===== src/rtl/rggen_rtl_pkg.sv =====
// rggen register bus common types.
// Access kinds and response status shared by bus components.
package rggen_rtl_pkg;
  typedef enum logic [1:0] {
    RGGEN_READ         = 2'b10,
    RGGEN_POSTED_WRITE = 2'b01,
    RGGEN_WRITE        = 2'b11
  } rggen_access;

  localparam int RGGEN_ACCESS_DATA_BIT       = 0;
  localparam int RGGEN_ACCESS_NON_POSTED_BIT = 1;

  typedef enum logic [1:0] {
    RGGEN_OKAY         = 2'b00,
    RGGEN_EXOKAY       = 2'b01,
    RGGEN_SLAVE_ERROR  = 2'b10,
    RGGEN_DECODE_ERROR = 2'b11
  } rggen_status;
endpackage


===== src/rtl/rggen_bus_if.sv =====
// rggen register bus: one request channel, one response.
// master drives valid/access/address/write_data/strobe.
interface rggen_bus_if #(
  parameter int ADDRESS_WIDTH = 16,
  parameter int BUS_WIDTH     = 32
);
  import rggen_rtl_pkg::*;

  localparam int STROBE_WIDTH = BUS_WIDTH / 8;

  logic                     valid;
  rggen_access              access;
  logic [ADDRESS_WIDTH-1:0] address;
  logic [BUS_WIDTH-1:0]     write_data;
  logic [STROBE_WIDTH-1:0]  strobe;
  logic                     ready;
  rggen_status              status;
  logic [BUS_WIDTH-1:0]     read_data;

  modport master (
    output valid,
    output access,
    output address,
    output write_data,
    output strobe,
    input  ready,
    input  status,
    input  read_data
  );

  modport slave (
    input  valid,
    input  access,
    input  address,
    input  write_data,
    input  strobe,
    output ready,
    output status,
    output read_data
  );
endinterface


===== src/rtl/rggen_round_robin_arbiter.sv =====
// Combinational round-robin pick: i_request, i_pointer
// in; one-hot o_grant searching upward from pointer.
module rggen_round_robin_arbiter #(
  parameter int N = 2,
  localparam int PW = (N > 1) ? $clog2(N) : 1
) (
  input  logic [N-1:0]  i_request,
  input  logic [PW-1:0] i_pointer,
  output logic [N-1:0]  o_grant
);
  logic [PW:0]   sum;
  logic [PW-1:0] idx;

  // Walk downward so the closest requester at or
  // above the pointer overwrites any farther one.
  always_comb begin
    o_grant = '0;
    sum     = '0;
    idx     = '0;
    for (int k = N - 1; k >= 0; k--) begin
      sum = {1'b0, i_pointer} + (PW + 1)'(k);
      if (sum >= (PW + 1)'(N)) begin
        sum = sum - (PW + 1)'(N);
      end
      idx = sum[PW-1:0];
      if (i_request[idx]) begin
        o_grant      = '0;
        o_grant[idx] = 1'b1;
      end
    end
  end
endmodule


===== src/rtl/rggen_bus_arbiter.sv =====
// Round-robin share of one rggen bus by REQUESTERS masters.
// i_* per-requester request, o_* per-requester reply, bus_if.
module rggen_bus_arbiter
  import rggen_rtl_pkg::*;
#(
  parameter int REQUESTERS    = 2,
  parameter int ADDRESS_WIDTH = 16,
  parameter int BUS_WIDTH     = 32,
  localparam int STROBE_WIDTH = BUS_WIDTH / 8
) (
  input  logic                                 i_clk,
  input  logic                                 i_rst_n,
  input  logic [REQUESTERS-1:0]                i_valid,
  input  logic [REQUESTERS*2-1:0]              i_access,
  input  logic [REQUESTERS*ADDRESS_WIDTH-1:0]  i_address,
  input  logic [REQUESTERS*BUS_WIDTH-1:0]      i_write_data,
  input  logic [REQUESTERS*STROBE_WIDTH-1:0]   i_strobe,
  output logic [REQUESTERS-1:0]                o_ready,
  output logic [REQUESTERS*2-1:0]              o_status,
  output logic [REQUESTERS*BUS_WIDTH-1:0]      o_read_data,
  rggen_bus_if.master                          bus_if
);
  localparam int N  = REQUESTERS;
  localparam int AW = ADDRESS_WIDTH;
  localparam int DW = BUS_WIDTH;
  localparam int SW = STROBE_WIDTH;
  localparam int PW = (N > 1) ? $clog2(N) : 1;

  typedef enum logic {
    IDLE,
    BUSY
  } state_e;

  state_e        state;
  logic [N-1:0]  grant;
  logic [N-1:0]  winner;
  logic [PW-1:0] ptr;
  logic [PW-1:0] grant_idx;
  logic [PW-1:0] next_ptr;
  logic          busy;
  logic          done;

  logic [1:0]    mux_access;
  logic [AW-1:0] mux_address;
  logic [DW-1:0] mux_write_data;
  logic [SW-1:0] mux_strobe;

  rggen_round_robin_arbiter #(
    .N (N)
  ) u_rr (
    .i_request (i_valid),
    .i_pointer (ptr),
    .o_grant   (winner)
  );

  assign busy = (state == BUSY);
  assign done = busy && bus_if.ready;

  always_comb begin
    grant_idx = '0;
    for (int i = 0; i < N; i++) begin
      if (grant[i]) begin
        grant_idx = PW'(i);
      end
    end
  end

  // Explicit wrap keeps non-power-of-2 counts correct;
  // with one requester this is always zero.
  assign next_ptr =
    (grant_idx == PW'(N - 1)) ? '0
                              : grant_idx + PW'(1);

  always_ff @(posedge i_clk or negedge i_rst_n) begin
    if (!i_rst_n) begin
      state <= IDLE;
      grant <= '0;
      ptr   <= '0;
    end else begin
      case (state)
        IDLE: begin
          if (|i_valid) begin
            grant <= winner;
            state <= BUSY;
          end
        end
        BUSY: begin
          if (bus_if.ready) begin
            grant <= '0;
            ptr   <= next_ptr;
            state <= IDLE;
          end
        end
        default: begin
          grant <= '0;
          state <= IDLE;
        end
      endcase
    end
  end

  // grant is all-zero outside BUSY, so the AND-OR mux
  // also yields the zeroed request fields in IDLE.
  always_comb begin
    mux_access     = '0;
    mux_address    = '0;
    mux_write_data = '0;
    mux_strobe     = '0;
    for (int i = 0; i < N; i++) begin
      if (grant[i]) begin
        mux_access     = mux_access
                       | i_access[2*i+:2];
        mux_address    = mux_address
                       | i_address[AW*i+:AW];
        mux_write_data = mux_write_data
                       | i_write_data[DW*i+:DW];
        mux_strobe     = mux_strobe
                       | i_strobe[SW*i+:SW];
      end
    end
  end

  assign bus_if.valid      = busy;
  assign bus_if.access     = rggen_access'(mux_access);
  assign bus_if.address    = mux_address;
  assign bus_if.write_data = mux_write_data;
  assign bus_if.strobe     = mux_strobe;

  always_comb begin
    o_ready     = '0;
    o_status    = '0;
    o_read_data = '0;
    for (int i = 0; i < N; i++) begin
      if (done && grant[i]) begin
        o_ready[i]              = 1'b1;
        o_status[2*i+:2]        = bus_if.status;
        o_read_data[DW*i+:DW]   = bus_if.read_data;
      end
    end
  end
endmodule


===== src/flat_wrapper.sv =====
// flat-port wrapper written by rule: the top's interface ports become plain ports
module rggen_bus_arbiter_flat import rggen_rtl_pkg::*;
#(
  parameter int REQUESTERS    = 2,
  parameter int ADDRESS_WIDTH = 16,
  parameter int BUS_WIDTH     = 32,
  localparam int STROBE_WIDTH = BUS_WIDTH / 8
)
  (i_clk, i_rst_n, i_valid, i_access, i_address, i_write_data, i_strobe, o_ready, o_status, o_read_data, bus_if_valid, bus_if_access, bus_if_address, bus_if_write_data, bus_if_strobe, bus_if_ready, bus_if_status, bus_if_read_data);
  rggen_bus_if #(.ADDRESS_WIDTH(ADDRESS_WIDTH), .BUS_WIDTH(BUS_WIDTH)) bus_if_i ();
  input  logic i_clk;
  input  logic i_rst_n;
  input  logic [REQUESTERS-1:0] i_valid;
  input  logic [REQUESTERS*2-1:0] i_access;
  input  logic [REQUESTERS*ADDRESS_WIDTH-1:0] i_address;
  input  logic [REQUESTERS*BUS_WIDTH-1:0] i_write_data;
  input  logic [REQUESTERS*STROBE_WIDTH-1:0] i_strobe;
  output logic [REQUESTERS-1:0] o_ready;
  output logic [REQUESTERS*2-1:0] o_status;
  output logic [REQUESTERS*BUS_WIDTH-1:0] o_read_data;
  output wire logic [$bits(bus_if_i.valid)-1:0] bus_if_valid;
  output wire logic [$bits(bus_if_i.access)-1:0] bus_if_access;
  output wire logic [$bits(bus_if_i.address)-1:0] bus_if_address;
  output wire logic [$bits(bus_if_i.write_data)-1:0] bus_if_write_data;
  output wire logic [$bits(bus_if_i.strobe)-1:0] bus_if_strobe;
  input wire logic [$bits(bus_if_i.ready)-1:0] bus_if_ready;
  input wire logic [$bits(bus_if_i.status)-1:0] bus_if_status;
  input wire logic [$bits(bus_if_i.read_data)-1:0] bus_if_read_data;
  assign bus_if_valid = bus_if_i.valid;
  assign bus_if_access = bus_if_i.access;
  assign bus_if_address = bus_if_i.address;
  assign bus_if_write_data = bus_if_i.write_data;
  assign bus_if_strobe = bus_if_i.strobe;
  assign bus_if_i.ready = bus_if_ready;
  assign bus_if_i.status = bus_if_status;
  assign bus_if_i.read_data = bus_if_read_data;
  rggen_bus_arbiter #(.REQUESTERS(REQUESTERS), .ADDRESS_WIDTH(ADDRESS_WIDTH), .BUS_WIDTH(BUS_WIDTH)) u_core (.i_clk(i_clk), .i_rst_n(i_rst_n), .i_valid(i_valid), .i_access(i_access), .i_address(i_address), .i_write_data(i_write_data), .i_strobe(i_strobe), .o_ready(o_ready), .o_status(o_status), .o_read_data(o_read_data), .bus_if(bus_if_i));
endmodule

===== config.mk =====
export PLATFORM = sky130hd
export DESIGN_NAME = rggen_bus_arbiter_flat
export DESIGN_NICKNAME = d
export VERILOG_FILES = /design/src/rtl/rggen_rtl_pkg.sv /design/src/rtl/rggen_bus_if.sv /design/src/rtl/rggen_round_robin_arbiter.sv /design/src/rtl/rggen_bus_arbiter.sv /design/src/flat_wrapper.sv
export SDC_FILE = /design/constraint.sdc
export NUM_CORES = 1
export LEC_CHECK = 0
export CAP_MARGIN = 30
export CORE_AREA = 2 2 107 109
export DETAILED_ROUTE_END_ITERATION = 7
export DIE_AREA = 0 0 109 111
export SLEW_MARGIN = 40
export SYNTH_ARGS = -nofsm -noshare
export SYNTH_HDL_FRONTEND = slang
export SYNTH_SLANG_ARGS = --single-unit
export TNS_END_PERCENT = 5

===== constraint.sdc =====
create_clock -name i_clk -period 1.5 [get_ports i_clk]
set_clock_uncertainty 0.1 [all_clocks]
set_input_delay 0.3 -clock i_clk [delete_from_list [all_inputs] [get_ports i_clk]]
set_output_delay 0.3 -clock i_clk [all_outputs]
set_load 0.01 [all_outputs]

# Yosys cells after proc, flatten, opt, wreduce, memory -nomap -nowiden
# Index checks and enable logic that the tools add are counted.
# W data, S select, Z words.
[classes]
n_reduce_logical = 8
add_sub_neg = 4
mul = 0
div = 0
n_lt_le_gt_ge = 6
n_mux = 34
bitwise = 5
shifts = 0
n_eq_ne = 2
[ops]
columns = ["operator", "count"]
rows = [
  ["$mux W32", 4],
  ["$mux W16", 2],
  ["$or A32 B32 Y32", 1],
  ["$mux W2", 8],
  ["$or A16 B16 Y16", 1],
  ["$mux W1", 14],
  ["$mux W4", 2],
  ["$logic_and A1 B1 Y1", 5],
  ["$lt A1 B2 Y1 const B", 2],
  ["$or A4 B4 Y4", 1],
  ["$pmux W2 S2", 1],
  ["$reduce_and A2 Y1", 2],
  ["$add A1 B1 Y2 const B", 1],
  ["$demux W1 S1", 2],
  ["$ge A1 B1 Y1 const B", 2],
  ["$ge A1 B2 Y1 const B", 1],
  ["$ge A2 B2 Y1 const B", 1],
  ["$ne A2 B1 Y1 const B", 1],
  ["$ne A2 B2 Y1 const B", 1],
  ["$or A2 B2 Y2", 1],
  ["$pmux W1 S2", 1],
  ["$reduce_or A2 Y1", 1],
  ["$sub A1 B1 Y1 const B", 2],
  ["$add A1 B1 Y1 const B", 1],
  ["$not A1 Y1", 1],
]
[totals]
register_bits = 4
n_memories = 0
ram_bits = 0
rom_bits = 0
latch_bits = 0
out_inout_bits = 125

# Logic depth before layout (Yosys ltp)
# Gate-level depths: netlist of the first run.
[logic_depth]
depth_word = 11
depth_mapped = 4

# Modules after synthesis
# A second synthesis of the first run with hierarchy kept.
[unflattened]
cells_unflattened = 203
area_unflattened_um2 = 1192.4
[modules_own_cells]
columns = ["mod", "n_inst", "area_each_um2", "cells_per_inst"]
rows = [
  ["rggen_bus_arbiter", 1, 1173.6, 200],
  ["rggen_round_robin_arbiter", 1, 18.8, 3],
]

# Worst setup path before layout of the first run
# No wires, ideal clock.
[synth_timing]
path_kind = "reg2out"
from = "reg u_core.state, in the netlist u_core.bus_if.valid"
to = "out o_read_data[33]"
n_path_buf = 2
arrival_ps = 985
setup_slack_ps = 115
stages_incl_launch_ff = 5
cell_sequence = "dfrtp_1 buf_4 nand2_1 buf_2 nor2_1"
[synth_via]
elab_chain_cells = 3
[synth_rtl]
columns = ["element", "line", "source"]
rows = [
  ["from (decl)", "rggen_bus_arbiter.sv:34", "state_e state;"],
  ["from (signal assigned)", "rggen_bus_arbiter.sv:76", "state <= IDLE;"],
  ["from (signal assigned)", "rggen_bus_arbiter.sv:84", "state <= BUSY;"],
  ["from (signal assigned)", "rggen_bus_arbiter.sv:91", "state <= IDLE;"],
  ["$logic_and A1 B1 Y1", "rggen_bus_arbiter.sv:57", "assign done = busy && bus_if.ready;"],
  ["$logic_and A1 B1 Y1", "rggen_bus_arbiter.sv:134", "if (done && grant[i]) begin"],
  ["$mux W32", "rggen_bus_arbiter.sv:134", ""],
  ["to (decl)", "flat_wrapper.sv:20", "output logic [REQUESTERS*BUS_WIDTH-1:0] o_read_data;"],
]
# No other way between the ends.

# Worst setup path in the final report of the first run
[layout_timing]
from = "reg u_core.grant[0]"
to = "out bus_if_access[1]"
[layout_via]
elab_chain_cells = 3
[layout_rtl]
columns = ["element", "line", "source"]
rows = [
  ["from (decl)", "rggen_bus_arbiter.sv:35", "logic [N-1:0] grant;"],
  ["from (signal assigned)", "rggen_bus_arbiter.sv:83", "grant <= winner;"],
  ["$mux W2 (*)", "rggen_bus_arbiter.sv:110", "if (grant[i]) begin"],
  ["$or A2 B2 Y2", "rggen_bus_arbiter.sv:112", "| i_access[2*i+:2];"],
  ["$mux W2 (*)", "rggen_bus_arbiter.sv:110", ""],
  ["to (decl)", "flat_wrapper.sv:22", "output wire logic [$bits(bus_if_i.access)-1:0] bus_if_access;"],
]
# Mark *: on every way between the ends. The rest lies on a longest branch, timed or not.

==> results of run 1 <==
layer usage:
layer,global-route usage,part of all wire,up-vias
met5,0,0,-
met4,0.0453,0.012,0
met3,0.0429,0.10,10
met2,0.284,0.51,146
met1,0.166,0.38,1208
li1,-,-,1276
repair_timing:
action	4_1_cts	5_1_grt
pin swaps	30	23
setup buffers	10	2
cloned	6	1
gates resized for setup	532	40
setup endpoints to repair	125	124
flip-flops by register name (all words and copies together), names as in the netlist:
| signal | flops |
|---|---|
| u_core.grant | 2 |
| u_core.bus_if.valid | 1 |
| u_core.ptr | 1 |
path summary, 6_finish.rpt:
| path | from | end |
|---|---|---|
| worst max register to register | u_core.bus_if.valid | u_core.grant[0] |
| worst max-delay path | u_core.grant[0] | bus_if_access[1] |
| min in group i_clk | u_core.ptr | u_core.ptr |
| worst min register to register | u_core.ptr | u_core.ptr |
| worst min-delay path | i_rst_n | u_core.grant[0] |
| max in group asynchronous | i_rst_n | u_core.bus_if.valid |
power by group:
group	internal, mW	switching (mW)
Sequential	0.131	0.0323
Combinational	1.24	0.879
Clock	0.351	0.0796
area by class of cell:
cell class	count	area (um^2)	share of cell area
Clock buffer	4	78.8	0.0188
Inverter	2	7.51	0.00179
Multi-Input combinational cell	168	1060	0.254
Sequential cell	4	104	0.0247
Tap cell	143	179	0.0426
Timing Repair Buffer	309	2770	0.659
cell usage after synthesis, types with 2 or more instances:
cell type  count
buf_4          6
and2_1         5
a22o_1        54
a32o_1         2
mux2i_1        3
and3_1         2
nand2_1       35
buf_2         15
inv_1          2
dfrtp_1        4
nor2_1        65
through the flow:
| step | setup WS, ns | hold slack (ns) |
|---|---|---|
| CTS | -0.255 | 0.186 |
| global route | -0.289 | 0.195 |
| detailed placement | -0.771 | 0.420 |
| floorplan | 0.115 | -0.0956 |
| finish | -0.250 | 0.183 |
| global placement | -0.760 | 0.420 |
critical path, stage by stage, from the launching register on:
cell       delay, ns
dfrtp_2         0.44
clkbuf_16       0.18
clkbuf_16       0.15
a22o_1          0.20
buf_2           0.14
placed cells by master (no fill, tap or decap), drive strengths merged, types with 3 or more instances in the layout:
cell type | Yosys | layout
mux2i | 3 | 3
and2 | 5 | 5
nand2 | 35 | 35
clkdlybuf4s50 | 0 | 145
clkbuf | 1 | 6
a22o | 54 | 54
nor2 | 65 | 65
buf | 22 | 160
dfrtp | 4 | 4
cells by family (layout without fill, tap and decap cells):
kind of cell / count (synthesis) / count (layout)
DFF: 4 / 4
buffers and inverters: 25 / 315
muxes: 3 / 3
and+or+nand+nor: 109 / 109
AOI/OAI and AO/OA: 56 / 56
==> reports/metrics.csv, run 1 <==
stage;metric;value;unit
status;status;finished with violations;
status;violations;setup timing;
layout;nFillCells;1169;
critical_path;crit_path_start_kind;flop;
yosys;synth_cell_types;15;
timing;hold_violations;0;
drt;viasPerCell;4.19;
layout;design_area;0.00420;mm^2
clock_tree;cts.hold.buffers_added;0;
critical_path;reg2reg_depth;5;
clock_tree;cts_sinks;4;
drt;vias;2640;
placed_design;dp_cells;607;
yosys;netlist_area;0.00120;mm^2
timing;worst_slack;-0.250;ns
yosys;synth_ff_type;dfrtp_1;
pwr;max-vdd-ir-drop;0.474;mV
die;io-pin-count;272;
drt;routedWlPerCell;16.4;um
clock_tree;cts_root_buf;clkbuf_16;
die;die_h;111;um
yosys;synth_fa_ha_area_frac;0;
pwr;total_power;2.72;mW
yosys;synth_compound_area_frac;0.412;
timing;setup_tns;-19.63;ns
timing;fmax;571;MHz
pwr;leakagePower;2.06;nW
critical_path;worstPathMaxFanout;7;
die;coreArea;0.0111;mm^2
global_routing;grt_max_degree;33;
yosys;netlist_instances;197;
drt;ant_nets;0;
yosys;ys_top_cells_by_area;a22o_1 40%, nor2_1 20%, nand2_1 11%;
clock_tree;cts_tree;yes;
critical_path;crit_type;reg -> out;
yosys;postSynthAreaPerCell;6.07;um^2
worst_hold_path;hp-class;in -> async;
critical_path;crit_arrival;1.35;ns
yosys;synth-edff-count;0;
timing;worstMarginPinSlew;0.202;ns
drt;routed_wl;10300;um
global_routing;grt_pass1_vias;2558;
yosys;synthArstFlopShare;1.00;
clock_tree;insertion_delay;0.23;ns
layout;nets;635;
placed_design;gp_congestion;0.876;
yosys;synth_warnings;0;
layout;n_antenna_cell;0;
drt;drc;0;
yosys;synth_seq_cells;4;
timing;fin_crit_sh;1.17;
clock_tree;clkTransAtPathRegs;0.03;ns
global_routing;antenna_found_initial;0;
timing;post-route-min-period;1.75;ns
die;start_util;0.108;
timing;maxSlewHeadroom;0.865;
global_routing;gr-total-overflow;0;
pwr;power_density;647;mW/mm^2
yosys;synth_top_area_frac;0.395;
timing;setup_viol;123;
yosys;ys_seq_area_frac;0.0837;
global_routing;grt_pass1_wl;14400;um
clock_tree;htree_num_levels;1;
drt;drtPass1Iterations;4;
yosys;synthMuxAreaShare;0.0251;
placed_design;port_buffers;271;
drt;drtIter0Drc;115;
clock_tree;cts_buffers;3;
die;die_w;109;um
yosys;synth.largest_area_cell;a22o_1;
die;dieArea;0.0121;mm^2
layout;layout.cells.non_filler;630;
critical_path;r2r_slack;0.10;ns
placed_design;placed_area;0.00421;mm^2
critical_path;crit_required;1.10;ns
layout;drive_gt1_frac;0.419;
timing;drv_slew;0;
yosys;synth-xor-area-share;0;
placed_design;dp_hpwl;7850;um
layout;area_growth;251;%
run;cap_violations;0;
yosys;synthesis.nets;344;
layout;finish.utilization;0.379;
die;rows;39;
timing;rsz0062_at_grt;yes;
yosys;synth_top_family_by_area;compound AO/OA/AOI/OAI gates;
yosys;yosys.area_share.simple;0.360;
critical_path;worstSetupEndpointType;output port;
clock_tree;clock_path_buffers;2;
global_routing;track_usage;0.154;
No activity file was read; power rests on OpenSTA's default activity.
==> run 2, diff against run 1 <==
--- a/config.mk
+++ b/config.mk
@@ -9,7 +9,7 @@
 export CORE_AREA = 2 2 107 109
 export DETAILED_ROUTE_END_ITERATION = 7
 export DIE_AREA = 0 0 109 111
-export SLEW_MARGIN = 40
+export SLEW_MARGIN = 20
 export SYNTH_ARGS = -nofsm -noshare
 export SYNTH_HDL_FRONTEND = slang
 export SYNTH_SLANG_ARGS = --single-unit
==> results of run 2 <==
The final DEF is identical to that of run 1; final timing and power are the same.
